<file path="config.mk">
export PLATFORM = sky130hd
export DESIGN_NAME = spi_req_arbiter_flat
export DESIGN_NICKNAME = d
export VERILOG_FILES = /design/src/rtl/spi_req_arbiter_if.sv /design/src/rtl/spi_req_arbiter.sv /design/src/flat_wrapper.sv
export SDC_FILE = /design/constraint.sdc
export NUM_CORES = 1
export LEC_CHECK = 0
export ABC_AREA = 1
export ABC_CLOCK_PERIOD_IN_PS = 1700
export CORE_ASPECT_RATIO = 0.7
export CORE_MARGIN = 1
export CORE_UTILIZATION = 38
export CTS_CLUSTER_SIZE = 25
export DETAILED_ROUTE_END_ITERATION = 8
export PLACE_DENSITY = 0.76
export SYNTH_ARGS = -nofsm -noshare
export SYNTH_HDL_FRONTEND = slang
export SYNTH_SLANG_ARGS = --single-unit
</file>
<file path="constraint.sdc">
create_clock -name clk -period 1.7 [get_ports clk]
set_clock_uncertainty 0.1 [all_clocks]
set_input_delay 0.34 -clock clk [delete_from_list [all_inputs] [get_ports clk]]
set_output_delay 0.34 -clock clk [all_outputs]
set_load 0.01 [all_outputs]
</file>
<file path="src/rtl/spi_req_arbiter_if.sv">
// Bus bundle between register-access requesters, spi_req_arbiter and SPI_MASTER.
// slave = arbiter view; master = requesters plus SPI_MASTER view.
interface spi_req_arbiter_if #(
    parameter int unsigned N = 4,
    parameter int unsigned D = 8,
    parameter int unsigned A = 4
);
    logic [N-1:0]   req_valid;
    logic [N-1:0]   req_rd;
    logic [N*A-1:0] req_addr;
    logic [N*D-1:0] req_data;
    logic [N-1:0]   req_ready;
    logic [N-1:0]   rsp_valid;
    logic [D-1:0]   rsp_data;
    logic           rsp_err;
    logic           m_wr;
    logic           m_rd;
    logic [A-1:0]   m_addr;
    logic [D-1:0]   m_datai;
    logic [D-1:0]   m_datao;
    logic           m_busy;

    modport slave (
        input  req_valid, req_rd, req_addr, req_data, m_datao, m_busy,
        output req_ready, rsp_valid, rsp_data, rsp_err, m_wr, m_rd, m_addr, m_datai
    );

    modport master (
        output req_valid, req_rd, req_addr, req_data, m_datao, m_busy,
        input  req_ready, rsp_valid, rsp_data, rsp_err, m_wr, m_rd, m_addr, m_datai
    );
endinterface

</file>
<file path="src/rtl/spi_req_arbiter.sv">
// Round-robin arbiter sharing one SPI_MASTER between N register-access requesters.
// Optional watchdog enabled by defining SPI_ARB_TIMEOUT_EN.
module spi_req_arbiter #(
    parameter int unsigned N      = 4,
    parameter int unsigned D      = 8,
    parameter int unsigned A      = 4,
    parameter int unsigned TO_CYC = 1024
) (
    input  logic              clk,
    input  logic              rst_n,
    spi_req_arbiter_if.slave  bus
);
    localparam int unsigned IW = (N > 1) ? $clog2(N) : 1;

    if (N < 1 || TO_CYC < 2) begin : g_param_chk
        $error("spi_req_arbiter: N must be >= 1 and TO_CYC >= 2");
    end

    typedef enum logic [2:0] {
        IDLE      = 3'd0,
        ISSUE     = 3'd1,
        WAIT_BUSY = 3'd2,
        WAIT_DONE = 3'd3,
        RESP      = 3'd4
    } state_t;

    state_t        state_q, state_d;
    logic [IW-1:0] ptr_q, ptr_d;
    logic [IW-1:0] gnt_q, gnt_d;
    logic          rd_q, rd_d;
    logic [A-1:0]  addr_q, addr_d;
    logic [D-1:0]  data_q, data_d;
    logic [D-1:0]  rsp_data_q, rsp_data_d;
    logic [N-1:0]  req_ready_q, req_ready_d;
    logic [N-1:0]  rsp_valid_q, rsp_valid_d;
    logic          m_wr_q, m_wr_d;
    logic          m_rd_q, m_rd_d;

    logic [IW-1:0] pick;
    logic [N-1:0]  rd_sh;
    logic [A-1:0]  sel_addr;
    logic [D-1:0]  sel_data;

    // First requester at or after the pointer, wrapping around.
    function automatic logic [IW-1:0] rr_pick(input logic [N-1:0] v, input logic [IW-1:0] p);
        logic [IW-1:0] r;
        logic          hit;
        logic [N-1:0]  sh;
        int unsigned   j;
        r   = '0;
        hit = 1'b0;
        for (int unsigned k = 0; k < N; k++) begin
            j  = (32'(p) + k) % N;
            sh = v >> j;
            if (!hit && sh[0]) begin
                r   = IW'(j);
                hit = 1'b1;
            end
        end
        return r;
    endfunction

    always_comb pick = rr_pick(bus.req_valid, ptr_q);

    assign rd_sh    = bus.req_rd >> pick;
    assign sel_addr = A'(bus.req_addr >> (32'(pick) * A));
    assign sel_data = D'(bus.req_data >> (32'(pick) * D));

`ifdef SPI_ARB_TIMEOUT_EN
    localparam int unsigned WD_W = $clog2(TO_CYC + 1);
    logic [WD_W-1:0] wd_q, wd_d;
    logic            rsp_err_q, rsp_err_d;
`endif

    // Next-state and next-output logic.
    always_comb begin
        state_d     = state_q;
        ptr_d       = ptr_q;
        gnt_d       = gnt_q;
        rd_d        = rd_q;
        addr_d      = addr_q;
        data_d      = data_q;
        rsp_data_d  = rsp_data_q;
        req_ready_d = '0;
        rsp_valid_d = '0;
        m_wr_d      = 1'b0;
        m_rd_d      = 1'b0;
`ifdef SPI_ARB_TIMEOUT_EN
        wd_d        = wd_q;
        rsp_err_d   = 1'b0;
`endif
        unique case (state_q)
            IDLE: begin
                // Busy master (e.g. left running by reset/timeout) blocks new grants.
                if (!bus.m_busy && (|bus.req_valid)) begin
                    gnt_d       = pick;
                    rd_d        = rd_sh[0];
                    addr_d      = sel_addr;
                    data_d      = sel_data;
                    req_ready_d = N'(1) << pick;
                    m_rd_d      = rd_sh[0];
                    m_wr_d      = !rd_sh[0];
                    state_d     = ISSUE;
                end
            end
            ISSUE: begin
                state_d = WAIT_BUSY;
            end
            WAIT_BUSY: begin
                if (bus.m_busy) state_d = WAIT_DONE;
            end
            WAIT_DONE: begin
                if (!bus.m_busy) begin
                    state_d     = RESP;
                    rsp_valid_d = N'(1) << gnt_q;
                    rsp_data_d  = rd_q ? bus.m_datao : '0;
                end
            end
            RESP: begin
                state_d = IDLE;
                ptr_d   = IW'((32'(gnt_q) + 1) % N);
                rd_d    = 1'b0;
                addr_d  = '0;
                data_d  = '0;
            end
            default: state_d = IDLE;
        endcase
`ifdef SPI_ARB_TIMEOUT_EN
        // Watchdog: RESP lands exactly TO_CYC cycles after ISSUE.
        if (state_q == ISSUE) begin
            wd_d = '0;
        end else if (state_q == WAIT_BUSY || state_q == WAIT_DONE) begin
            wd_d = wd_q + 1'b1;
            if (wd_q == WD_W'(TO_CYC - 2)) begin
                state_d     = RESP;
                rsp_valid_d = N'(1) << gnt_q;
                rsp_data_d  = '0;
                rsp_err_d   = 1'b1;
            end
        end
`endif
    end

    always_ff @(posedge clk or negedge rst_n) begin
        if (!rst_n) begin
            state_q     <= IDLE;
            ptr_q       <= '0;
            gnt_q       <= '0;
            rd_q        <= 1'b0;
            addr_q      <= '0;
            data_q      <= '0;
            rsp_data_q  <= '0;
            req_ready_q <= '0;
            rsp_valid_q <= '0;
            m_wr_q      <= 1'b0;
            m_rd_q      <= 1'b0;
        end else begin
            state_q     <= state_d;
            ptr_q       <= ptr_d;
            gnt_q       <= gnt_d;
            rd_q        <= rd_d;
            addr_q      <= addr_d;
            data_q      <= data_d;
            rsp_data_q  <= rsp_data_d;
            req_ready_q <= req_ready_d;
            rsp_valid_q <= rsp_valid_d;
            m_wr_q      <= m_wr_d;
            m_rd_q      <= m_rd_d;
        end
    end

`ifdef SPI_ARB_TIMEOUT_EN
    always_ff @(posedge clk or negedge rst_n) begin
        if (!rst_n) begin
            wd_q      <= '0;
            rsp_err_q <= 1'b0;
        end else begin
            wd_q      <= wd_d;
            rsp_err_q <= rsp_err_d;
        end
    end

    assign bus.rsp_err = rsp_err_q;
`else
    assign bus.rsp_err = 1'b0;
`endif

    assign bus.req_ready = req_ready_q;
    assign bus.rsp_valid = rsp_valid_q;
    assign bus.rsp_data  = rsp_data_q;
    assign bus.m_wr      = m_wr_q;
    assign bus.m_rd      = m_rd_q;
    assign bus.m_addr    = addr_q;
    assign bus.m_datai   = data_q;

endmodule
</file>
<file path="src/flat_wrapper.sv">
// flat-port wrapper written by rule: the top's interface ports become plain ports
module spi_req_arbiter_flat 
#(
    parameter int unsigned N      = 4,
    parameter int unsigned D      = 8,
    parameter int unsigned A      = 4,
    parameter int unsigned TO_CYC = 1024
)
  (clk, rst_n, bus_req_valid, bus_req_rd, bus_req_addr, bus_req_data, bus_m_datao, bus_m_busy, bus_req_ready, bus_rsp_valid, bus_rsp_data, bus_rsp_err, bus_m_wr, bus_m_rd, bus_m_addr, bus_m_datai);
  spi_req_arbiter_if #(.N(N), .D(D), .A(A)) bus_i ();
  input  logic clk;
  input  logic rst_n;
  input wire logic [$bits(bus_i.req_valid)-1:0] bus_req_valid;
  input wire logic [$bits(bus_i.req_rd)-1:0] bus_req_rd;
  input wire logic [$bits(bus_i.req_addr)-1:0] bus_req_addr;
  input wire logic [$bits(bus_i.req_data)-1:0] bus_req_data;
  input wire logic [$bits(bus_i.m_datao)-1:0] bus_m_datao;
  input wire logic [$bits(bus_i.m_busy)-1:0] bus_m_busy;
  output wire logic [$bits(bus_i.req_ready)-1:0] bus_req_ready;
  output wire logic [$bits(bus_i.rsp_valid)-1:0] bus_rsp_valid;
  output wire logic [$bits(bus_i.rsp_data)-1:0] bus_rsp_data;
  output wire logic [$bits(bus_i.rsp_err)-1:0] bus_rsp_err;
  output wire logic [$bits(bus_i.m_wr)-1:0] bus_m_wr;
  output wire logic [$bits(bus_i.m_rd)-1:0] bus_m_rd;
  output wire logic [$bits(bus_i.m_addr)-1:0] bus_m_addr;
  output wire logic [$bits(bus_i.m_datai)-1:0] bus_m_datai;
  assign bus_i.req_valid = bus_req_valid;
  assign bus_i.req_rd = bus_req_rd;
  assign bus_i.req_addr = bus_req_addr;
  assign bus_i.req_data = bus_req_data;
  assign bus_i.m_datao = bus_m_datao;
  assign bus_i.m_busy = bus_m_busy;
  assign bus_req_ready = bus_i.req_ready;
  assign bus_rsp_valid = bus_i.rsp_valid;
  assign bus_rsp_data = bus_i.rsp_data;
  assign bus_rsp_err = bus_i.rsp_err;
  assign bus_m_wr = bus_i.m_wr;
  assign bus_m_rd = bus_i.m_rd;
  assign bus_m_addr = bus_i.m_addr;
  assign bus_m_datai = bus_i.m_datai;
  spi_req_arbiter #(.N(N), .D(D), .A(A), .TO_CYC(TO_CYC)) u_core (.clk(clk), .rst_n(rst_n), .bus(bus_i));
endmodule
</file>
* Word-level counts from Yosys, hierarchy flattened
Cells that the tools add are included.
** Word-level totals
- Bits in registers :: 38
- Input bits :: 67
- Output and inout bits :: 31
- Word-level logic and storage cells :: 74
** Cells by class
- Add/subtract/negate cells :: 4
- Equal/unequal tests :: 7
- Shifts and indexed selects :: 9
- Mux-type cells :: 26
- Bitwise operators :: 1
- Reduce and logical (&&, ||, !) cells :: 16
** Operators by type and width (number)
- $shr A32 B5 Y8 :: 1
- $mux W4 :: 5
- $shr A4 B2 Y1 :: 5
- $mux W8 :: 2
- $pmux W8 S2 :: 1
- $shr A16 B4 Y4 :: 1
- $pmux W3 S4 :: 1
- $mux W3 :: 3
- $mux W1 :: 8
- $mux W2 :: 4
- $pmux W4 S2 :: 1
- $shl A1 B2 Y4 const A :: 2
- $eq A3 B2 Y1 const B :: 2
- $reduce_and A2 Y1 :: 3
- $logic_not A1 Y1 :: 5
- $add A2 B1 Y2 const B :: 2
- $add A2 B2 Y2 const B :: 2
- $logic_and A1 B1 Y1 :: 4
- $ne A2 B2 Y1 const B :: 2
- $reduce_or A4 Y1 :: 1
- $eq A3 B1 Y1 const B :: 1
- $eq A3 B3 Y1 const B :: 1
- $logic_not A3 Y1 :: 1
- $reduce_and A3 Y1 :: 1
- 4 further kinds :: 4

* Depth between registers and ports, before layout
Gate-level depths: netlist of run 1.
- Word-level depth :: 15
- Depth in mapped cells :: 17

* Least setup slack after synthesis of run 1
Ideal clock, no wire load.
- Kind :: register to register
- Start point :: reg u_core.ptr_q[0]
- End point :: reg u_core.data_q[0], in the netlist u_core.bus.m_datai[0]
- Arrival time :: 1.647 ns
- Required time :: 1.476 ns
- Setup slack :: -0.171 ns
- Stages on the path, launching flop included :: 14
- Path buffers :: 2
- Clock period less this slack :: 1.871 ns
- Cells stage by stage :: dfrtp_1 > buf_6 > inv_6 > nand2_1 > and2_1 > o21ai_2 > nand4_4 > nand2_8 > inv_4 > buf_6 > nand2_1 > nand2_1 > nand2_1 > nand3_1
** On the way
- Longest elaborated chain between the ends :: 14
** Ends and longest elaborated chain
- start: declaration :: line spi_req_arbiter.sv:28 : logic [IW-1:0] ptr_q, ptr_d;
- start signal: assignment :: line spi_req_arbiter.sv:159 : ptr_q <= ptr_d;
- parallel branches: the longest is 10 deep, another holds $add A2 B1 Y2
- $mux W2 (*) :: line spi_req_arbiter.sv:55 : if (!hit && sh[0]) begin
- $shr A32 B5 Y8 (*) :: line spi_req_arbiter.sv:67 : assign sel_data = D'(bus.req_data >> (32'(pick) * D));
- $mux W8 (*) :: line spi_req_arbiter.sv:95 : if (!bus.m_busy && (|bus.req_valid)) begin
- $pmux W8 S2 (*) :: line spi_req_arbiter.sv:92 : unique case (state_q)
- end signal: assignment :: line spi_req_arbiter.sv:163 : data_q <= data_d;
- end: declaration :: line spi_req_arbiter.sv:32 : logic [D-1:0] data_q, data_d;
Every way passes the cells marked *. The select of a mux whose other input is x is not followed.
A chain may end at the register's enable or synchronous reset.

* Worst setup path in the final report of run 1
- Start point :: reg u_core.ptr_q[0]
- End point :: reg u_core.data_q[3], in the netlist u_core.bus.m_datai[3]
Same word-level chain as after synthesis.

==> impl_metrics.toml, run 1 <==
[clock_network]
cts_buffer_depth = 2
cts.sinks = 38
root_buffer = "clkbuf_8"
insertion_delay_ns = 0.29
htreeDepth = 2
cts_buffers = 5
cts_tree = "built"
cts.reportedPaths.clkPinSlew_ns = 0.08

[sta]
finalHoldViolCount = 0
tightestPinTransition_ns = 0.5356
fin_crit_sh = 1.225
relSlewSlack = 0.6425
fin_crit_ns = 2.083
rsz0062_at_grt = "yes"
drv_slew = 0
timing.fmax_mhz = 480.1
setup_ws_ns = -0.3831
setup_viol = 21

[power_and_ir_drop]
clock_power_share = 0.088
leakagePower_nw = 1.894
ir_worst_vdd_mv = 1.034
p_sw_mw = 3.414
finalPower_mw = 7.461
intPower_mw = 4.047
swShare = 0.4576
power_density_nw_per_um2 = 1938
p_comb_frac = 0.711
p_seq_frac = 0.201

[setup_path]
cp_cell_sequence = "buf_6 > nand2_4 > o21ai_4 > buf_4 > a31oi_1 > buf_4 > nand3_4 > nor2_4 > nand2_1 > nand3_1"
crit_family = "simple AND/OR/NAND/NOR gates"
cp-end-kind = "flop"
worstSetupPathType = "reg -> reg"
r2r_cells = 10
crit_buf_inv = 3
cp_slowest_cell = "dfrtp_2"
cp.depth = 10
cp_data_arrival_time_ns = 2.21
worst_setup_path_start_kind = "flop"
max_stage_delay_ns = 0.44
required_ns = 1.83
crit_end = "u_core.bus.m_datai[3]"
crit_fanout = 9
crit_start = "u_core.ptr_q[0]"
reg2reg_from = "u_core.ptr_q[0]"
r2r_slack_ns = -0.38
path_common_cell = "buf_4"
r2r-end = "u_core.bus.m_datai[3]"

[yosys]
avgSynthCellArea_um2 = 7.217
ys_async_sr_fraction = 1.000
ys.warnings.count = 0
syn_area_um2 = 2237
yosys.area.top_type = "dfrtp_1"
synthFlopType = "dfrtp_1"
synth_top_area_share = 0.4251
yosys-top-cells-area = "dfrtp_1, nand2_1, nand3_1, inv_1, o21ai_0"
ys_types = 31
synth_edf_count = 0
synth_seq_area_share = 0.4251
ys_seq_elements = 38
synth.net_count = 381
syn_inst = 310

[global_route]
grt_max_degree = 39
grt_pass1_vias = 2444
grt_pass1_wl_um = 10850
grt_overflow = 0
grt_usage = 0.2284
antenna_found_initial = 0

[placed_design]
port-buffer-count = 96
placed_cell_area_um2 = 3416
place.gp.congestion = 0.8391
placed_cells = 488
dpl.hpwl_um = 4886

[final_layout]
diodes = 0
fin_area_um2 = 3849
seqCellArea_um2 = 953.4
stdcell_count = 512
multiInputGateArea_um2 = 1295
layout-drive-gt1-share = 0.2318
fillers = 439
nets = 510
syn_to_final_growth_pct = 72.04

[die]
die_w_um = 93.71
core-area_um2 = 5450
core.rowCount = 22
fp.dieH_um = 66.20
ioPinCount = 98
dieArea_um2 = 6203
initial_core_util = 0.4105

[min_path]
hp-class = "reg -> reg"

[routing]
vias_per_cell = 4.926
first_pass_iters = 4
drc = 0
drt_iter0_drc = 142
totalWireLength_um = 7132
vias = 2522
ant_nets = 0
routedWlPerCell_um = 13.93

[run]
drv_cap = 0

[status]
failed_checks = "negative setup slack"
status = "finished, violations left"
==> state kept, by name, indices dropped and copies added, names as in the netlist <==
| register | count |
|---|---|
| u_core.rd_q | 1 |
| u_core.gnt_q | 2 |
| u_core.ptr_q | 2 |
| u_core.bus.m_wr | 1 |
| u_core.bus.m_datai | 8 |
| u_core.state_q | 3 |
| u_core.bus.req_ready | 4 |
| u_core.bus.m_addr | 4 |
| u_core.bus.rsp_valid | 4 |
| u_core.bus.rsp_data | 8 |
| u_core.bus.m_rd | 1 |
==> placed cells by master, fill, tap and decap left out, types with 3 or more instances in the layout <==
cell type          n
buf_12             3
buf_4             23
buf_6              7
clkbuf_8           6
clkdlybuf4s50_1   92
dfrtp_1           36
ha_1               4
inv_1             16
inv_2              7
nand2_1          118
nand2_2           16
nand2_4           10
nand3_1           36
nand3_2            4
nor2_1            12
nor2_2             4
nor2_4             7
o21ai_0           11
==> cells by family after synthesis <==
group           share of synthesized area
buf+inv                           0.08054
fa+ha+maj                         0.02237
simple gates                       0.4178
flops                              0.4251
other cells                      0.001676
compound gates                    0.05258
==> worst min-delay path: cells and delay by family (launching register included) <==
kind | cells | cell delay, ns
flip-flops | 1 | 0.36
AND/OR/NAND/NOR | 2 | 0.11
==> final cells by class <==
| class | count | area share |
|---|---|---|
| sequential | 38 | 0.2477 |
| clock buffer | 6 | 0.02146 |
| timing repair buffer | 131 | 0.3394 |
| multi-input combinational | 238 | 0.3365 |
| clock inverter | 2 | 0.003251 |
| inverter | 25 | 0.02828 |
| tap | 72 | 0.02341 |
==> how the worst min path moves through the flow <==
stage,from,to,slack [ns],cells after the start
floorplan,rst_n,u_core.bus.m_addr[0],-0.06,0
global placement,rst_n,u_core.bus.rsp_data[4],0.22,2
detailed placement,rst_n,u_core.bus.rsp_data[3],0.22,2
CTS,u_core.bus.m_addr[0],u_core.bus.m_addr[0],0.40,2
global route,u_core.bus.m_addr[0],u_core.bus.m_addr[0],0.42,2
finish,u_core.bus.m_addr[1],u_core.bus.m_addr[1],0.40,2
==> power by group through the flow <==
stage	clock, mW	combinational [mW]	sequential [mW]
after floorplan	0	2.54	1.57
after global placement	0	4.04	1.51
after detailed placement	0	4.13	1.52
after CTS	0.662	4.88	1.49
after global routing	0.710	5.75	1.56
final	0.658	5.30	1.50
==> routing by layer <==
| metal | GRT usage | up-vias | wire length, µm |
|---|---|---|---|
| li1 | - | 1235 | - |
| met1 | 0.2983 | 1180 | 3118 |
| met2 | 0.3768 | 97 | 3387 |
| met3 | 0.04598 | 10 | 510 |
| met4 | 0.08269 | 0 | 115 |
| met5 | 0 | - | 0 |
==> timing repair <==
| action | CTS | global route |
|---|---|---|
| hold buffers | 1 | 0 |
| pin swaps | 27 | 19 |
| setup buffers | 12 | 1 |
| endpoints found under the setup margin | 21 | 23 |
| cloned | 1 | 1 |
| resized for setup | 41 | 22 |
| hold endpoints to repair | 38 | 0 |
==> cell usage after synthesis (2+ instances only) <==
| library cell | n |
|---|---|
| nand3_1 | 40 |
| nor2_2 | 4 |
| nand2_1 | 139 |
| ha_1 | 4 |
| o21ai_0 | 12 |
| nor2_4 | 2 |
| clkbuf_1 | 3 |
| inv_2 | 3 |
| buf_6 | 5 |
| inv_1 | 20 |
| dfrtp_1 | 38 |
| nand2_2 | 4 |
| o21ai_2 | 2 |
| nor2_1 | 16 |
| a31oi_1 | 2 |
==> per-stage QoR <==
stage	hold WS, ns	utilization	setup slack (ns)	setup TNS [ns]
detailed placement	0.2203	0.6267	-0.6443	-12.91
floorplan	-0.05559	-	-0.1060	-1.488
finish	0.3988	0.7062	-0.3831	-5.898
CTS	0.4023	0.6873	-0.2873	-4.999
global route	0.4214	0.7062	-0.4825	-8.155
global placement	0.2173	0.6267	-0.5758	-11.67
Note: power is estimated with default switching activity, not from simulation.
==> run 2: changes to the inputs <==
--- a/config.mk
+++ b/config.mk
@@ -6,13 +6,13 @@
 export NUM_CORES = 1
 export LEC_CHECK = 0
 export ABC_AREA = 1
-export ABC_CLOCK_PERIOD_IN_PS = 1700
+export ABC_CLOCK_PERIOD_IN_PS = 2200
 export CORE_ASPECT_RATIO = 0.7
 export CORE_MARGIN = 1
-export CORE_UTILIZATION = 38
+export CORE_UTILIZATION = 42
 export CTS_CLUSTER_SIZE = 25
 export DETAILED_ROUTE_END_ITERATION = 8
-export PLACE_DENSITY = 0.76
+export PLACE_DENSITY = 0.8
 export SYNTH_ARGS = -nofsm -noshare
 export SYNTH_HDL_FRONTEND = slang
 export SYNTH_SLANG_ARGS = --single-unit
==> constraint.sdc (replaced) <==
create_clock -name clk -period 2.2 [get_ports clk]
set_clock_uncertainty 0.1 [all_clocks]
set_input_delay 0.44 -clock clk [delete_from_list [all_inputs] [get_ports clk]]
set_output_delay 0.44 -clock clk [all_outputs]
set_load 0.01 [all_outputs]
==> impl_metrics.toml, run 2 (synthesized netlist as in run 1, its figures left out) <==
[routing]
first_pass_iters = 5
drc = 0
vias = 2456
highest_layer = "met4"
met1_length_um = 2932
totalWireLength_um = 6568
ant_nets = 0
drt_iter0_drc = 133
wl_met2_um = 3094
routedWlPerCell_um = 13.32
vias_per_cell = 4.982
wl_met3_um = 469

[sta]
tightestPinTransition_ns = 0.6081
fin_crit_sh = 0.9443
setup_ws_ns = 0.1226
setup_viol = 0
finalHoldViolCount = 0
finalSetupTns_ns = 0
fin_crit_ns = 2.077
rsz0062_at_grt = "yes"
timing.fmax_mhz = 481.4
relSlewSlack = 0.5942
drv_slew = 0

[power_and_ir_drop]
ir_worst_vdd_mv = 0.9605
swShare = 0.4440
p_sw_mw = 2.294
finalPower_mw = 5.166
p_seq_frac = 0.228
leakagePower_nw = 1.754
power_density_nw_per_um2 = 1452
p_comb_frac = 0.630
intPower_mw = 2.873
clock_power_share = 0.143

[placed_design]
port-buffer-count = 96
place.gp.congestion = 0.9172
dpl.hpwl_um = 4680
placed_cell_area_um2 = 3341
pre_cts_ws_ns = -0.3467

[global_route]
grt_overflow = 0
grt_usage = 0.2241
grt_pass1_wl_um = 9873
grt_pass1_vias = 2207
grt_max_degree = 39
antenna_found_initial = 0

[clock_network]
cts.reportedPaths.clkPinSlew_ns = 0.07
cts.sinks = 38
cts_buffer_depth = 2
cts_buffers = 5
hold_buffers = 0
htreeDepth = 2
cts_tree = "built"
root_buffer = "clkbuf_8"
insertion_delay_ns = 0.30

[setup_path]
cp_data_arrival_time_ns = 2.15
cp-end-kind = "flop"
worst_setup_path_start_kind = "input pin"
r2r_slack_ns = 0.19
r2r-end = "u_core.bus.m_datai[3]"
worstSetupPathType = "in -> reg"
crit_fanout = 20
r2r_cells = 12
reg2reg_from = "u_core.ptr_q[0]"
required_ns = 2.27

[final_layout]
multiInputGateArea_um2 = 1147
nets = 494
utilization = 0.7204
final_cell_mix = "nand2_1, clkdlybuf4s50_1, nand3_1"
layout-drive-gt1-share = 0.1321
fin_area_um2 = 3558
syn_to_final_growth_pct = 59.06
seqCellArea_um2 = 953.4
layout_commonest_cell = "nand2_1"
fillers = 408
diodes = 0

[die]
die_w_um = 89.23
dieArea_um2 = 5627
core-area_um2 = 4940
fp.dieH_um = 63.06
ioPinCount = 98
initial_core_util = 0.4529
core.rowCount = 21

[status]
status = "finished, final reports clean"

[min_path]
hp-class = "in -> async"

[run]
drv_cap = 0
-- run 2: worst max path at each step --
stage,end,depth (start not counted),slack (ns),startpoint
floorplan,u_core.bus.m_datai[0],13,0.33,u_core.ptr_q[0]
global placement,u_core.bus.m_datai[3],14,-0.23,bus_req_valid[1]
detailed placement,u_core.bus.m_datai[3],14,-0.35,bus_req_valid[2]
CTS,u_core.bus.m_addr[3],8,0.02,bus_req_valid[2]
global route,u_core.rd_q,15,-0.04,bus_req_valid[1]
finish,u_core.bus.m_datai[3],13,0.12,bus_req_valid[3]
-- run 2: metal layers --
layer / GRT usage / vias up
li1: - / 1199
met1: 0.3035 / 1142
met2: 0.3674 / 106
met3: 0.04325 / 9
met4: 0.05556 / 0
met5: 0 / -
-- run 2: final cells by class --
| cell class | instances | area share |
|---|---|---|
| Timing Repair Buffer | 115 | 0.3168 |
| Inverter | 25 | 0.02848 |
| Multi-Input combinational cell | 238 | 0.3224 |
| Sequential cell | 38 | 0.2679 |
| Clock inverter | 2 | 0.01688 |
| Clock buffer | 6 | 0.02321 |
| Tap cell | 69 | 0.02426 |
-- run 2: worst max-delay path, stage by stage --
cell             delay (ns)
clkdlybuf4s50_1        0.39
inv_1                  0.10
nand2_1                0.08
and2_1                 0.18
o21ai_2                0.15
buf_4                  0.14
nand4_4                0.15
nand2_8                0.13
inv_4                  0.10
nand2_1                0.07
nand2_1                0.05
nand2_1                0.06
nand3_1                0.09
-- run 2: through the flow --
stage               hold slack, ns  std cells
global route                0.1210        493
detailed placement          0.3724        482
finish                     0.08330        493
global placement            0.3688        482
floorplan                  0.04441        310
CTS                        0.09988        490
-- run 2: power groups by stage --
stage | logic [mW] | registers [mW] | clock network (mW)
2_1_floorplan | 1.91 | 1.21 | 0
3_3_place_gp | 2.97 | 1.16 | 0
3_5_place_dp | 3.05 | 1.18 | 0
4_1_cts | 3.08 | 1.17 | 0.741
5_1_grt | 3.58 | 1.21 | 0.776
6_report | 3.25 | 1.18 | 0.736
-- run 2: what timing repair did --
item,4_1_cts,5_1_grt
setup buffers,0,2
pin swaps,0,3
resized for setup,1,10
cloned,0,1
setup endpoints to repair,9,18
